**src/rtl/mmio_uart_pkg.sv**
```systemverilog
// Shared definitions for the memory-mapped UART transmitter.
//   - register indices (Address_i[3:2]) inside the 16-byte window
//   - STATUS register bit positions
//   - transmit FSM state encoding
package mmio_uart_pkg;

  localparam logic [1:0] REG_TXDATA   = 2'd0;
  localparam logic [1:0] REG_STATUS   = 2'd1;
  localparam logic [1:0] REG_BAUD_DIV = 2'd2;

  localparam int ST_FULL      = 0;
  localparam int ST_EMPTY     = 1;
  localparam int ST_TX_ACTIVE = 2;
  localparam int ST_OVERFLOW  = 3;
  localparam int ST_COUNT_LSB = 4;
  localparam int ST_COUNT_W   = 5;

  typedef enum logic [1:0] {
    S_IDLE  = 2'd0,
    S_START = 2'd1,
    S_DATA  = 2'd2,
    S_STOP  = 2'd3
  } tx_state_e;

endpackage

```
**src/rtl/uart_tx_fifo.sv**
```systemverilog
// Synchronous FIFO holding bytes waiting to be serialised.
// Ports:
//   clk, reset     clock, asynchronous active-low reset
//   push, wdata    enqueue wdata; ignored when full
//   pop            dequeue head; ignored when empty
//   rdata          current head entry (combinational)
//   full, empty    occupancy flags
//   count          number of valid entries, 0..DEPTH
module uart_tx_fifo #(
  parameter int DEPTH = 4,
  parameter int WIDTH = 8
) (
  input  logic                     clk,
  input  logic                     reset,
  input  logic                     push,
  input  logic                     pop,
  input  logic [WIDTH-1:0]         wdata,
  output logic [WIDTH-1:0]         rdata,
  output logic                     full,
  output logic                     empty,
  output logic [$clog2(DEPTH):0]   count
);

  localparam int AW = $clog2(DEPTH);
  localparam int CW = AW + 1;

  logic [WIDTH-1:0] mem [DEPTH];
  logic [AW-1:0]    wr_ptr;
  logic [AW-1:0]    rd_ptr;
  logic             do_push;
  logic             do_pop;

  assign full    = (count == CW'(DEPTH));
  assign empty   = (count == '0);
  assign do_push = push && !full;
  assign do_pop  = pop && !empty;
  assign rdata   = mem[rd_ptr];

  // DEPTH is a power of two, so the pointers wrap by natural overflow.
  always_ff @(posedge clk or negedge reset) begin
    if (!reset) begin
      wr_ptr <= '0;
      rd_ptr <= '0;
      count  <= '0;
    end else begin
      if (do_push) wr_ptr <= wr_ptr + 1'b1;
      if (do_pop)  rd_ptr <= rd_ptr + 1'b1;
      case ({do_push, do_pop})
        2'b10:   count <= count + 1'b1;
        2'b01:   count <= count - 1'b1;
        default: count <= count;
      endcase
    end
  end

  always_ff @(posedge clk) begin
    if (do_push) mem[wr_ptr] <= wdata;
  end

endmodule

```
**src/rtl/mmio_uart_tx.sv**
```systemverilog
// Memory-mapped 8N1 UART transmitter on the data-memory bus.
// Ports:
//   clk, reset      clock, asynchronous active-low reset
//   Write_Data_i    bus write data
//   Address_i       bus byte address (16-byte window at BASE_ADDR)
//   Mem_Write_i     write strobe, sampled at rising clk
//   Mem_Read_i      read enable, combinational read path
//   Read_Data_o     read data, 0 unless selected and reading
//   tx_o            registered serial output, idle high
//   busy_o          frame in flight or FIFO non-empty
//
// state   | meaning
// --------+--------------------------------------------------
// S_IDLE  | line high, waiting for a byte in the FIFO
// S_START | start bit (low) for one bit period
// S_DATA  | eight data bits, LSB first, one bit period each
// S_STOP  | stop bit (high); chains straight into the next frame
module mmio_uart_tx
  import mmio_uart_pkg::*;
#(
  parameter logic [31:0] BASE_ADDR        = 32'h1001_0000,
  parameter int          FIFO_DEPTH       = 4,
  parameter logic [15:0] DEFAULT_BAUD_DIV = 16'd433
) (
  input  logic        clk,
  input  logic        reset,
  input  logic [31:0] Write_Data_i,
  input  logic [31:0] Address_i,
  input  logic        Mem_Write_i,
  input  logic        Mem_Read_i,
  output logic [31:0] Read_Data_o,
  output logic        tx_o,
  output logic        busy_o
);

  localparam int CW = $clog2(FIFO_DEPTH) + 1;

  logic          sel;
  logic [1:0]    reg_idx;
  logic          wr_en;
  logic          fifo_push;
  logic          fifo_pop;
  logic          fifo_full;
  logic          fifo_empty;
  logic [7:0]    fifo_rdata;
  logic [CW-1:0] fifo_count;
  logic          overflow_q;
  logic [15:0]   baud_div_q;
  logic          tx_active;
  logic [31:0]   status_word;

  tx_state_e     state_q, state_d;
  logic [15:0]   baud_cnt_q, baud_cnt_d;
  logic [2:0]    bit_idx_q, bit_idx_d;
  logic [7:0]    shreg_q, shreg_d;
  logic          tx_q, tx_d;

  logic          unused_bits;
  assign unused_bits = ^{Address_i[1:0], Write_Data_i[31:16]};

  assign sel       = (Address_i[31:4] == BASE_ADDR[31:4]);
  assign reg_idx   = Address_i[3:2];
  assign wr_en     = sel && Mem_Write_i;
  assign fifo_push = wr_en && (reg_idx == REG_TXDATA);

  uart_tx_fifo #(
    .DEPTH (FIFO_DEPTH),
    .WIDTH (8)
  ) u_fifo (
    .clk   (clk),
    .reset (reset),
    .push  (fifo_push),
    .pop   (fifo_pop),
    .wdata (Write_Data_i[7:0]),
    .rdata (fifo_rdata),
    .full  (fifo_full),
    .empty (fifo_empty),
    .count (fifo_count)
  );

  // Register file. A push into a full FIFO is dropped inside the FIFO
  // (full is the pre-edge value, so a same-cycle pop does not rescue it).
  always_ff @(posedge clk or negedge reset) begin
    if (!reset) begin
      overflow_q <= 1'b0;
      baud_div_q <= DEFAULT_BAUD_DIV;
    end else begin
      if (wr_en && (reg_idx == REG_STATUS) && Write_Data_i[ST_OVERFLOW])
        overflow_q <= 1'b0;
      else if (fifo_push && fifo_full)
        overflow_q <= 1'b1;
      if (wr_en && (reg_idx == REG_BAUD_DIV))
        baud_div_q <= Write_Data_i[15:0];
    end
  end

  assign tx_active = (state_q != S_IDLE);
  assign busy_o    = tx_active | ~fifo_empty;
  assign tx_o      = tx_q;

  always_comb begin
    status_word                             = '0;
    status_word[ST_FULL]                    = fifo_full;
    status_word[ST_EMPTY]                   = fifo_empty;
    status_word[ST_TX_ACTIVE]               = tx_active;
    status_word[ST_OVERFLOW]                = overflow_q;
    status_word[ST_COUNT_LSB +: CW]         = fifo_count;
  end

  always_comb begin
    Read_Data_o = '0;
    if (sel && Mem_Read_i) begin
      case (reg_idx)
        REG_STATUS:   Read_Data_o = status_word;
        REG_BAUD_DIV: Read_Data_o = {16'h0000, baud_div_q};
        default:      Read_Data_o = '0;
      endcase
    end
  end

  always_ff @(posedge clk or negedge reset) begin
    if (!reset) begin
      state_q    <= S_IDLE;
      baud_cnt_q <= '0;
      bit_idx_q  <= '0;
      shreg_q    <= '0;
      tx_q       <= 1'b1;
    end else begin
      state_q    <= state_d;
      baud_cnt_q <= baud_cnt_d;
      bit_idx_q  <= bit_idx_d;
      shreg_q    <= shreg_d;
      tx_q       <= tx_d;
    end
  end

  // tx_d is the line level for the bit that begins at the next edge, so
  // the registered output changes exactly on bit boundaries.
  always_comb begin
    state_d    = state_q;
    baud_cnt_d = baud_cnt_q;
    bit_idx_d  = bit_idx_q;
    shreg_d    = shreg_q;
    tx_d       = tx_q;
    fifo_pop   = 1'b0;

    case (state_q)
      S_IDLE: begin
        tx_d = 1'b1;
        if (!fifo_empty) begin
          fifo_pop   = 1'b1;
          shreg_d    = fifo_rdata;
          baud_cnt_d = baud_div_q;
          state_d    = S_START;
          tx_d       = 1'b0;
        end
      end
      S_START: begin
        if (baud_cnt_q == '0) begin
          baud_cnt_d = baud_div_q;
          bit_idx_d  = 3'd0;
          state_d    = S_DATA;
          tx_d       = shreg_q[0];
        end else begin
          baud_cnt_d = baud_cnt_q - 16'd1;
        end
      end
      S_DATA: begin
        if (baud_cnt_q == '0) begin
          baud_cnt_d = baud_div_q;
          if (bit_idx_q == 3'd7) begin
            state_d = S_STOP;
            tx_d    = 1'b1;
          end else begin
            bit_idx_d = bit_idx_q + 3'd1;
            tx_d      = shreg_q[bit_idx_q + 3'd1];
          end
        end else begin
          baud_cnt_d = baud_cnt_q - 16'd1;
        end
      end
      S_STOP: begin
        if (baud_cnt_q == '0) begin
          if (!fifo_empty) begin
            fifo_pop   = 1'b1;
            shreg_d    = fifo_rdata;
            baud_cnt_d = baud_div_q;
            state_d    = S_START;
            tx_d       = 1'b0;
          end else begin
            state_d = S_IDLE;
            tx_d    = 1'b1;
          end
        end else begin
          baud_cnt_d = baud_cnt_q - 16'd1;
        end
      end
      default: begin
        state_d = S_IDLE;
        tx_d    = 1'b1;
      end
    endcase
  end

endmodule
```
**config.mk**
```make
export PLATFORM = sky130hd
export DESIGN_NAME = mmio_uart_tx
export DESIGN_NICKNAME = d
export VERILOG_FILES = /design/src/rtl/mmio_uart_pkg.sv /design/src/rtl/uart_tx_fifo.sv /design/src/rtl/mmio_uart_tx.sv
export SDC_FILE = /design/constraint.sdc
export NUM_CORES = 1
export LEC_CHECK = 0
export CORE_ASPECT_RATIO = 1.4
export CORE_UTILIZATION = 47
export DETAILED_ROUTE_END_ITERATION = 8
export PLACE_DENSITY = 0.79
export SYNTH_ARGS = -nofsm -noshare
export SYNTH_HDL_FRONTEND = slang
export SYNTH_SLANG_ARGS = --single-unit
```
**constraint.sdc**
```tcl
create_clock -name clk -period 2.78 [get_ports clk]
set_input_delay 0.695 -clock clk [delete_from_list [all_inputs] [get_ports clk]]
set_output_delay 0.695 -clock clk [all_outputs]
set_load 0.02 [all_outputs]
```
==> impl_results.md <==
- Status: finished clean
- Crit-path slowest cell: clkdlybuf4s50_1
- Post-synth top flop: dfrtp_1
- Crit-path cells: clkdlybuf4s50_1 -> buf_4 -> ha_2 -> buf_6 -> a22oi_1 -> nor2_1 -> buf_2
- Synth-to-Final Area Change: 28.0%
- Final Core Density: 62.3%
- Initial DRC count: ~380
- Arr. time, crit path: 2.08 ns
- Multi-input logic area: approximately 0.0025 mm²
- MaxCap Viol Count: 0
- Syn Area/Cell: approximately 11 µm²
- RSZ-0062 raised after global routing: true
- Buf+Inv Stages, Crit Path: 4
- Die area: about 0.011 mm²
- Initial Utilization: 48.6%
- Post-CTS Hold Buffers: 0
- Critical path's largest stage delay: 0.44 ns
- GRT Residual Overflow: 0
- Nets: 615
- Number of global-route vias before repair: roughly 4.1k
- WL per Instance: 19.6 µm
- Warning count from the yosys run: 0
- Min Tclk post-route: ~2.8 ns
- Routability cong.: 0.932
- Slew Limit Headroom: 59.4%
- Seq/Total Area, Yosys: 47.7%
- HP Class: in -> async
- Crit-path leading delay family: buffers and inverters
- Fmax: roughly 360 MHz
- Ratio of cells with drive above 1 in the final layout: approximately 30%
- Ranking of synthesized cells by area: dfrtp_1 (25%), edfxtp_1 (20%), mux2_2 (6.2%)
- Crit path launch type: primary input
- Root buf cell: clkbuf_16
- Die extent in x: between 80 and 90 µm
- Pleak: 2.58 nW
- Routed vias/inst: 6.00
- # DRC: 0
- GRT Overall Usage: 25.5%
- Most common cell after layout, fill and taps aside: dfrtp_1
- Post-route antenna net violation count: 0
- # clock sinks: 86
- DP Worst Slack: -0.757 ns
- Mapped Cells: 438
- Crit-path max FO: 9
- Num CTS Buffers: 9
- FP Rows: 43
- Die Ht: approximately 120 µm
- DR vias: between 4k and 5k
- Core ar.: 0.0100 mm²
- Worst vdd ir: 0.421 mV
- Final setup fails: 0
- Power Total: approximately 3.1 mW
- Period utilization: 99.8%
- ANT cells: 0
- Initial antenna violation count: 0
- First-pass DRT Iterations: 5
- Hold Vio Cnt, Final: 0
- Final clock skew: 0.00685 ns
- DRT Wirelength: ~13 mm
- Register area: 0.00232 mm²
- Cell area after synthesis: slightly below 0.005 mm²
- Synth top area share: 24.7%
- EDFF count, synth: 32
- Fill count: 791
- DPL Wire Length: 8.75 mm
- CP endpoint kind: output port
- Worst setup margin: 0.00564 ns
- Synth area leader: dfrtp_1
- Top Ports: 102
- Buffers on Ports: 67
- Synth cell types: 65
- Worst-path clk slew: 0.07 ns
- Critical path type: in -> out
- First-pass GRT wire length: 20.5 mm
- Asr flop ratio synth: 62.8%
- Commonest non-fill, non-tap cells in the layout: dfrtp_1 (48), edfxtp_1 (32), buf_4 (31)
- H-tree Lvls: 3
- Clock latency at the later pin of the worst-skew pair: 0.35 ns
- Power per cell area: 490 mW/mm²
- Largest net degree at the start of global routing: 55
- Final Slew Violations: 0
- Yosys reg bits: 86
- Worst Path Required: 2.09 ns
- Bufs on Longest Clock Path: 2
- Worst slew pin tran: about 0.6 ns
- CTS tree: yes
## through the flow
stage          instances  cell area (µm²)  hold WS [ns]  setup TNS (ns)
2_1_floorplan        453             4920         0.399               0
3_3_place_gp         651             5830         0.467          -15.46
3_5_place_dp         651             5830         0.470          -17.24
4_1_cts              670             6190         0.357               0
5_1_grt              670             6230         0.361          -0.123
6_report             670             6230         0.322               0
## repair_timing
action                                  CTS  global route
gates resized for setup                 139            49
buffers inserted                          2             0
gates cloned                              1             0
hold endpoints to repair                  0             0
pin swaps                                11            11
endpoints found under the setup margin   17            19
## path summary, 6_finish.rpt
kind	from	end	slack, ns	cells after the start
min in group clk	tx_o	tx_o	0.48	2
worst max-delay path	Address_i[3]	Read_Data_o[3]	0.006	7
worst max register to register	baud_cnt_q[0]	u_fifo.count[2]	0.10	12
max in group asynchronous	reset	tx_o	2.13	2
worst min register to register	tx_o	tx_o	0.48	2
worst min-delay path	reset	baud_cnt_q[14]	0.32	2
## per-layer routing
metal	vias to the layer above	GRT usage, %	part of all wire [%]
met5	-	0	0
met4	0	14.2	4.2
met3	50	2.49	5.4
met2	227	43.7	52
met1	1964	31.0	38
li1	1779	-	-
## sequential cells by signal, indices dropped and copies added, names as in the netlist, 2 cells and up
| name | cells |
|---|---|
| u_fifo.rd_ptr | 2 |
| u_fifo.wr_ptr | 2 |
| state_q | 2 |
| shreg_q | 8 |
| u_fifo.mem | 32 |
| baud_cnt_q | 16 |
| bit_idx_q | 3 |
| u_fifo.count | 3 |
| baud_div_q | 16 |
## final cells by class
type                       count  share of cell area, %
multi-input combinational    312                   40.3
sequential                    86                   37.2
timing repair buffer         101                   13.6
clock buffer                   9                   3.62
tap                          135                   2.71
clock inverter                 7                   1.31
inverter                      20                   1.21
## worst reg2reg max path, stage by stage (launching register included)
cell and delay [ns]:
dfrtp_1 0.38, inv_1 0.11, ha_1 0.25, nor3b_4 0.25, nand4_1 0.20, nor2_2 0.15, o21a_1 0.20, ha_1 0.20
inv_1 0.06, fa_1 0.37, xor2_1 0.15, nor2_1 0.13, xor2_1 0.17
## power breakdown
| group | internal [mW] | switching, mW |
|---|---|---|
| Combinational | 0.205 | 0.196 |
| Sequential | 1.37 | 0.0538 |
| Clock | 0.644 | 0.580 |
| Total | 2.22 | 0.830 |
## kinds of logic after synthesis
group	count (synthesis)	share of synthesized area [%]
other	1	0.0770
adder cells (fa/ha/maj)	17	4.52
flip-flops	86	47.7
multiplexers	44	12.1
AND/OR/NAND/NOR	132	14.2
XOR/XNOR	12	2.16
AO/OA/AOI/OAI	90	13.5
buffers and inverters	56	5.73
## synth_stat cells (all sizes together) (11+ instances only)
cell type,instances
and2,16
nand2,30
edfxtp,32
dfrtp,48
nor2,33
o21ai,19
clkbuf,11
buf,25
a21oi,12
mux2,27
nor4,11
inv,20
ha,16
(Power assumes the default switching activity.)
